**src/rtl/key_event_sched.sv**
```systemverilog
// Key event sequencer: per-key press timers classify short/long/repeat events, and a
// round-robin arbiter feeds them into a small show-ahead FIFO with a valid/ready drain.
module key_event_sched #(
  parameter int unsigned N_KEYS       = 4,
  parameter int unsigned LONG_TICKS   = 25_000_000,
  parameter int unsigned REPEAT_TICKS = 5_000_000,
  parameter int unsigned FIFO_DEPTH   = 4,
  localparam int unsigned KW          = $clog2(N_KEYS)
) (
  input  logic              clk,
  input  logic              rst_n,
  input  logic [N_KEYS-1:0] key_flag,
  input  logic [N_KEYS-1:0] key_state,
  output logic              evt_valid,
  input  logic              evt_ready,
  output logic [KW-1:0]     evt_key,
  output logic [1:0]        evt_type,
  output logic              ovf,
  input  logic              ovf_clr
);

  localparam int unsigned AW = $clog2(FIFO_DEPTH);
  localparam int unsigned CW = AW + 1;
  localparam int unsigned EW = KW + 2;

  localparam logic [1:0]  TypShort = 2'b00;
  localparam logic [1:0]  TypLong  = 2'b01;
  localparam logic [1:0]  TypRep   = 2'b10;
  localparam logic [31:0] LongLast = 32'(LONG_TICKS - 1);
  localparam logic [31:0] RepLast  = 32'(REPEAT_TICKS - 1);

  typedef enum logic [1:0] {StRel, StPrs, StHld} key_st_e;

  key_st_e           r_st    [N_KEYS];
  key_st_e           w_st_d  [N_KEYS];
  logic [31:0]       r_tmr   [N_KEYS];
  logic [31:0]       w_tmr_d [N_KEYS];
  logic [N_KEYS-1:0] w_press;
  logic [N_KEYS-1:0] w_rel;
  logic [N_KEYS-1:0] w_raise;
  logic [1:0]        w_rtype [N_KEYS];

  logic [N_KEYS-1:0] r_pend;
  logic [N_KEYS-1:0] w_pend_d;
  logic [1:0]        r_ptype   [N_KEYS];
  logic [1:0]        w_ptype_d [N_KEYS];
  logic [KW-1:0]     r_rr;
  logic [KW-1:0]     w_rr_nxt;
  logic              w_gnt_vld;
  logic [KW-1:0]     w_gnt_idx;
  logic              w_ovf_set;
  logic              r_ovf;

  logic [EW-1:0]     r_mem [FIFO_DEPTH];
  logic [AW-1:0]     r_wptr;
  logic [AW-1:0]     r_rptr;
  logic [AW-1:0]     w_rptr_d;
  logic [CW-1:0]     r_cnt;
  logic [CW-1:0]     w_cnt_d;
  logic              w_full;
  logic              w_push;
  logic              w_pop;
  logic [EW-1:0]     w_push_data;
  logic              r_evt_valid;
  logic [EW-1:0]     r_head;
  logic [EW-1:0]     w_head_d;

  assign w_press = key_flag & ~key_state;
  assign w_rel   = key_flag & key_state;

  // Key FSM state register
  always_ff @(posedge clk or negedge rst_n) begin
    if (!rst_n) begin
      for (int i = 0; i < N_KEYS; i++) begin
        r_st[i]  <= StRel;
        r_tmr[i] <= '0;
      end
    end else begin
      for (int i = 0; i < N_KEYS; i++) begin
        r_st[i]  <= w_st_d[i];
        r_tmr[i] <= w_tmr_d[i];
      end
    end
  end

  // Key FSM next state; release always beats a timer terminal count
  always_comb begin
    for (int i = 0; i < N_KEYS; i++) begin
      w_st_d[i]  = r_st[i];
      w_tmr_d[i] = (r_tmr[i] == '1) ? r_tmr[i] : r_tmr[i] + 32'd1;
      case (r_st[i])
        StRel: begin
          w_tmr_d[i] = '0;
          if (w_press[i]) w_st_d[i] = StPrs;
        end
        StPrs: begin
          if (w_rel[i]) begin
            w_st_d[i]  = StRel;
            w_tmr_d[i] = '0;
          end else if (r_tmr[i] == LongLast) begin
            w_st_d[i]  = StHld;
            w_tmr_d[i] = '0;
          end
        end
        StHld: begin
          if (w_rel[i]) begin
            w_st_d[i]  = StRel;
            w_tmr_d[i] = '0;
          end else if (r_tmr[i] == RepLast) begin
            w_tmr_d[i] = '0;
          end
        end
        default: begin
          w_st_d[i]  = StRel;
          w_tmr_d[i] = '0;
        end
      endcase
    end
  end

  // Key FSM outputs: event raise and its type
  always_comb begin
    for (int i = 0; i < N_KEYS; i++) begin
      w_raise[i] = 1'b0;
      w_rtype[i] = TypShort;
      case (r_st[i])
        StPrs: begin
          if (w_rel[i]) begin
            w_raise[i] = 1'b1;
            w_rtype[i] = TypShort;
          end else if (r_tmr[i] == LongLast) begin
            w_raise[i] = 1'b1;
            w_rtype[i] = TypLong;
          end
        end
        StHld: begin
          if (!w_rel[i] && r_tmr[i] == RepLast) begin
            w_raise[i] = 1'b1;
            w_rtype[i] = TypRep;
          end
        end
        default: ;
      endcase
    end
  end

  // Round-robin grant: first pending key at or after r_rr, only when the FIFO has room
  always_comb begin
    int unsigned v_idx;
    v_idx     = 0;
    w_gnt_vld = 1'b0;
    w_gnt_idx = '0;
    if (!w_full) begin
      for (int unsigned off = 0; off < N_KEYS; off++) begin
        v_idx = (32'(r_rr) + off) % N_KEYS;
        if (!w_gnt_vld && r_pend[v_idx]) begin
          w_gnt_vld = 1'b1;
          w_gnt_idx = KW'(v_idx);
        end
      end
    end
  end

  assign w_rr_nxt    = (w_gnt_idx == KW'(N_KEYS - 1)) ? '0 : w_gnt_idx + KW'(1);
  assign w_push_data = {w_gnt_idx, r_ptype[w_gnt_idx]};

  // A raise on a pending slot that is not leaving this cycle loses the older event
  always_comb begin
    w_pend_d  = r_pend;
    w_ovf_set = 1'b0;
    for (int i = 0; i < N_KEYS; i++) begin
      w_ptype_d[i] = r_ptype[i];
      if (w_gnt_vld && w_gnt_idx == KW'(i)) w_pend_d[i] = 1'b0;
      if (w_raise[i]) begin
        if (r_pend[i] && !(w_gnt_vld && w_gnt_idx == KW'(i))) w_ovf_set = 1'b1;
        w_pend_d[i]  = 1'b1;
        w_ptype_d[i] = w_rtype[i];
      end
    end
  end

  always_ff @(posedge clk or negedge rst_n) begin
    if (!rst_n) begin
      r_pend <= '0;
      r_rr   <= '0;
      r_ovf  <= 1'b0;
      for (int i = 0; i < N_KEYS; i++) r_ptype[i] <= TypShort;
    end else begin
      r_pend <= w_pend_d;
      for (int i = 0; i < N_KEYS; i++) r_ptype[i] <= w_ptype_d[i];
      if (w_gnt_vld) r_rr <= w_rr_nxt;
      r_ovf <= ovf_clr ? 1'b0 : (r_ovf | w_ovf_set);
    end
  end

  assign w_full   = (r_cnt == CW'(FIFO_DEPTH));
  assign w_push   = w_gnt_vld;
  assign w_pop    = r_evt_valid & evt_ready;
  assign w_cnt_d  = r_cnt + (w_push ? CW'(1) : CW'(0)) - (w_pop ? CW'(1) : CW'(0));
  assign w_rptr_d = w_pop ? r_rptr + AW'(1) : r_rptr;

  // Show-ahead head: bypass the write when the new entry becomes the head
  always_comb begin
    w_head_d = r_head;
    if (w_cnt_d != '0 && (w_pop || r_cnt == '0)) begin
      if (w_push && r_wptr == w_rptr_d) w_head_d = w_push_data;
      else                              w_head_d = r_mem[w_rptr_d];
    end
  end

  always_ff @(posedge clk) begin
    if (w_push) r_mem[r_wptr] <= w_push_data;
  end

  always_ff @(posedge clk or negedge rst_n) begin
    if (!rst_n) begin
      r_wptr      <= '0;
      r_rptr      <= '0;
      r_cnt       <= '0;
      r_evt_valid <= 1'b0;
      r_head      <= '0;
    end else begin
      if (w_push) r_wptr <= r_wptr + AW'(1);
      r_rptr      <= w_rptr_d;
      r_cnt       <= w_cnt_d;
      r_evt_valid <= (w_cnt_d != '0);
      r_head      <= w_head_d;
    end
  end

  assign evt_valid = r_evt_valid;
  assign evt_key   = r_head[EW-1:2];
  assign evt_type  = r_head[1:0];
  assign ovf       = r_ovf;

endmodule

```
**config.mk**
```make
export PLATFORM = sky130hd
export DESIGN_NAME = key_event_sched
export DESIGN_NICKNAME = d
export VERILOG_FILES = /design/src/rtl/key_event_sched.sv
export SDC_FILE = /design/constraint.sdc
export NUM_CORES = 1
export LEC_CHECK = 0
export BUFFER_PORTS_ARGS = -buffer_cell sky130_fd_sc_hd__buf_2
export CAP_MARGIN = 10
export CORE_MARGIN = 2
export CORE_UTILIZATION = 40
export CTS_BUF_LIST = sky130_fd_sc_hd__clkbuf_16
export DETAILED_ROUTE_END_ITERATION = 6
export SLEW_MARGIN = 20
export SYNTH_ARGS = -nofsm -noshare
export SYNTH_HDL_FRONTEND = slang
export SYNTH_SLANG_ARGS = --single-unit
export TNS_END_PERCENT = 5
```
**constraint.sdc**
```tcl
create_clock -name clk -period 4.35 [get_ports clk]
set_input_delay 1.0875 -clock clk [delete_from_list [all_inputs] [get_ports clk]]
set_output_delay 1.0875 -clock clk [all_outputs]
set_load 0.01 [all_outputs]
```
==> flow_summary.toml <==
[run_status]
outcome = "complete, no violations"

[die]
start_util = 0.405
die_area_sq_um = 25700
core_region_area_sq_um = 24200
die_h_um = 160
pin_count = 18
die_x_um = 160
rows = 57

[synth]
ys.flop_type = "dfrtp_1"
ys_types = 65
yosys_warnings = 0
async_flop_share = 0.911
synth_edf_count = 16
avgSynthCellArea_sq_um = 9.33
ys_seq_elements = 179
ys_seq_area_frac = 0.466
synth.cell_area_sq_um = 9790
syn_inst = 1049
synth_nets = 1088

[layout]
syn2layout_area_growth_pct = 10.3
layout_common_cells = "191 x nor2_1, 163 x dfrtp_1, 108 x nand2_1"
regArea_sq_um = 4560
final_core_util = 0.447
multi_input_area_sq_um = 4960
drive_gt1_frac = 0.0687
final_common_cell = "nor2_1"
fin_area_sq_um = 10800
num-nets-final = 1104
stdcell_count = 1402
fill_cells = 2307

[drt]
viasPerCell = 5.23
vias = 7329
route.detailed.drc = 0
drt_iter0_drc = 435
routedWlPerCell_um = 14.2
ant_nets = 0
first_pass_iters = 5
drt_wl_total_um = 19900

[sta]
max-slew-margin-rel = 0.381
worstMarginPinSlew_ps = 921
min_period_ps = 3430
max_clock_freq_ghz = 0.292
setup-violations-final = 0
slew_viol_final = 0
hold_viol = 0
period_share = 0.788
fin_setup_tns_ps = 0
clock_skew_ps = 11.2
grt_setup_unrepaired = "false"

[global_routing]
grt_max_degree = 93
gr-usage-met2 = 0.263
grt_pass1_vias = 7210
met3_usage = 0.0362
top_usage_layer = "met2"
gr-total-overflow = 0
grt_pass1_wl_um = 35400
grt_util_met1 = 0.233
antenna_found_initial = 2
grtUsageTotal = 0.166

[pwr]
leakagePower_uw = 0.00423
ir_worst_vdd_v = 0.000305
finalPower_uw = 5020
p_per_area_nw_per_um2 = 465

[clock_tree]
cts.sinks = 179
cts_made_buffers = 17
clkTransAtPathRegs_ps = 70
cts_buffer_depth = 2
cts_resized = 0
h-tree-depth = 4
cts_hold_buf = 0
postCtsSetupBuffers = 0
clkLatencyLatePin_ps = 440
cts-root-buf = "clkbuf_16"
cts_tree = "done"

[critical_path]
crit_slowest_cell = "fa_1"
critPathMaxFanout = 8
worstSetupPathType = "primary input to flop"
critPathRequiredTime_ps = 4670
crit_path_end_kind = "flop"
timing.rr.start = "r_cnt[1]"
startpoint = "evt_ready"
arrival_ps = 3750
startpoint_type = "primary input"
crit_chain = "buf_2 > and2_1 > ha_1 > inv_1 > ha_1 > inv_1 > fa_1 > xnor2_1 > xnor2_1 > or3_1 > o21ai_1 > nor2_1 > a22o_1 > a31o_2"
slowest_delay_ps = 390

[placed_design]
placed_area_sq_um = 10200
port_buffers = 17
place_congestion = 0.823
hpwl_um = 14000
dpl.cell_count = 1370

[hold_path]
hp-start = "r_head[2]"
hp-class = "flop to flop"

[flow_run]
max-cap-violations = 0
worst max-delay path, delay by kind of cell:
family / cells / cell delay (ps)
AOI/OAI and AO/OA: 3 / 730
xor gates and xnor gates: 2 / 290
adders and majority gates: 3 / 820
buffers and inverters: 3 / 200
and+or+nand+nor: 3 / 630
layer usage:
layer	up-vias	routed length, um	share of wire
met5	-	13	0.00065
met4	2	237	0.012
met3	24	590	0.030
met2	95	9240	0.46
met1	3520	9850	0.49
li1	3688	-	-
flip-flops by register name (all words and copies together), names as in the netlist:
register   count
r_rr           2
r_mem         16
r_tmr        128
r_head         4
r_ptype        8
evt_valid      1
ovf            1
r_wptr         2
r_pend         4
r_st           8
r_rptr         2
r_cnt          3
where the power goes:
group	switching (uW)	internal, uW	total (uW)	leakage [uW]
clock network	666	877	1540	0.000286
registers	150	1930	2080	0.00238
logic	848	552	1400	0.00156
layout make-up:
type                       count  share of cell area
sequential                   179               0.422
tap                          324              0.0376
antenna                        1            0.000232
clock buffer                  18              0.0417
multi-input combinational    807               0.459
timing repair buffer          23              0.0138
inverter                      37              0.0129
clock inverter                13              0.0122
stage by stage:
step | hold WS (ps) | worst slack, ps
4_1_cts | 484 | 921
2_1_floorplan | 447 | 747
6_report | 474 | 924
5_1_grt | 525 | 747
3_5_place_dp | 469 | 473
3_3_place_gp | 464 | 587
logic make-up (layout without fill, tap and decap cells):
logic type	after synthesis	after routing	synth area share
xor+xnor	125	125	0.112
fa+ha+maj	27	27	0.0353
mux	18	18	0.0238
buf+inv	63	91	0.0279
flops	179	179	0.466
compound gates	88	88	0.0606
simple gates	549	549	0.275
other cells	0	1	0
Yosys cell counts (3+ instances only):
cell type | instances | area share
mux2i_1 | 12 | 0.012
or4_1 | 8 | 0.0061
nor2b_1 | 3 | 0.0019
and4_1 | 14 | 0.013
xnor2_1 | 62 | 0.055
buf_2 | 9 | 0.0046
nor4b_1 | 5 | 0.0045
nand2_1 | 108 | 0.041
nor3_1 | 27 | 0.014
a22o_1 | 10 | 0.0089
a21o_1 | 3 | 0.0023
nand4_1 | 40 | 0.026
o21ai_0 | 19 | 0.0097
a211oi_1 | 3 | 0.0023
and2_1 | 15 | 0.0096
edfxtp_1 | 16 | 0.049
a21oi_1 | 19 | 0.0097
and3_1 | 17 | 0.011
nor2_1 | 191 | 0.073
nand3_1 | 59 | 0.030
inv_1 | 37 | 0.014
o22ai_1 | 4 | 0.0026
nand2b_1 | 5 | 0.0032
nor4_1 | 28 | 0.018
xor2_1 | 63 | 0.056
clkbuf_1 | 14 | 0.0054
ha_1 | 26 | 0.033
mux4_2 | 4 | 0.0092
or2_2 | 3 | 0.0019
or3_1 | 6 | 0.0038
a31oi_1 | 9 | 0.0058
dfrtp_1 | 163 | 0.42
worst paths after layout:
kind | to | slack (ps) | depth (start not counted)
max in group asynchronous | r_tmr[22] | 2740 | 2
max reg2reg | r_head[0] | 1160 | 13
min | r_head[2] | 470 | 2
min in group asynchronous | r_tmr[78] | 680 | 1
max | r_head[0] | 920 | 14
min reg2reg | r_head[2] | 470 | 2
(Power assumes the default switching activity.)
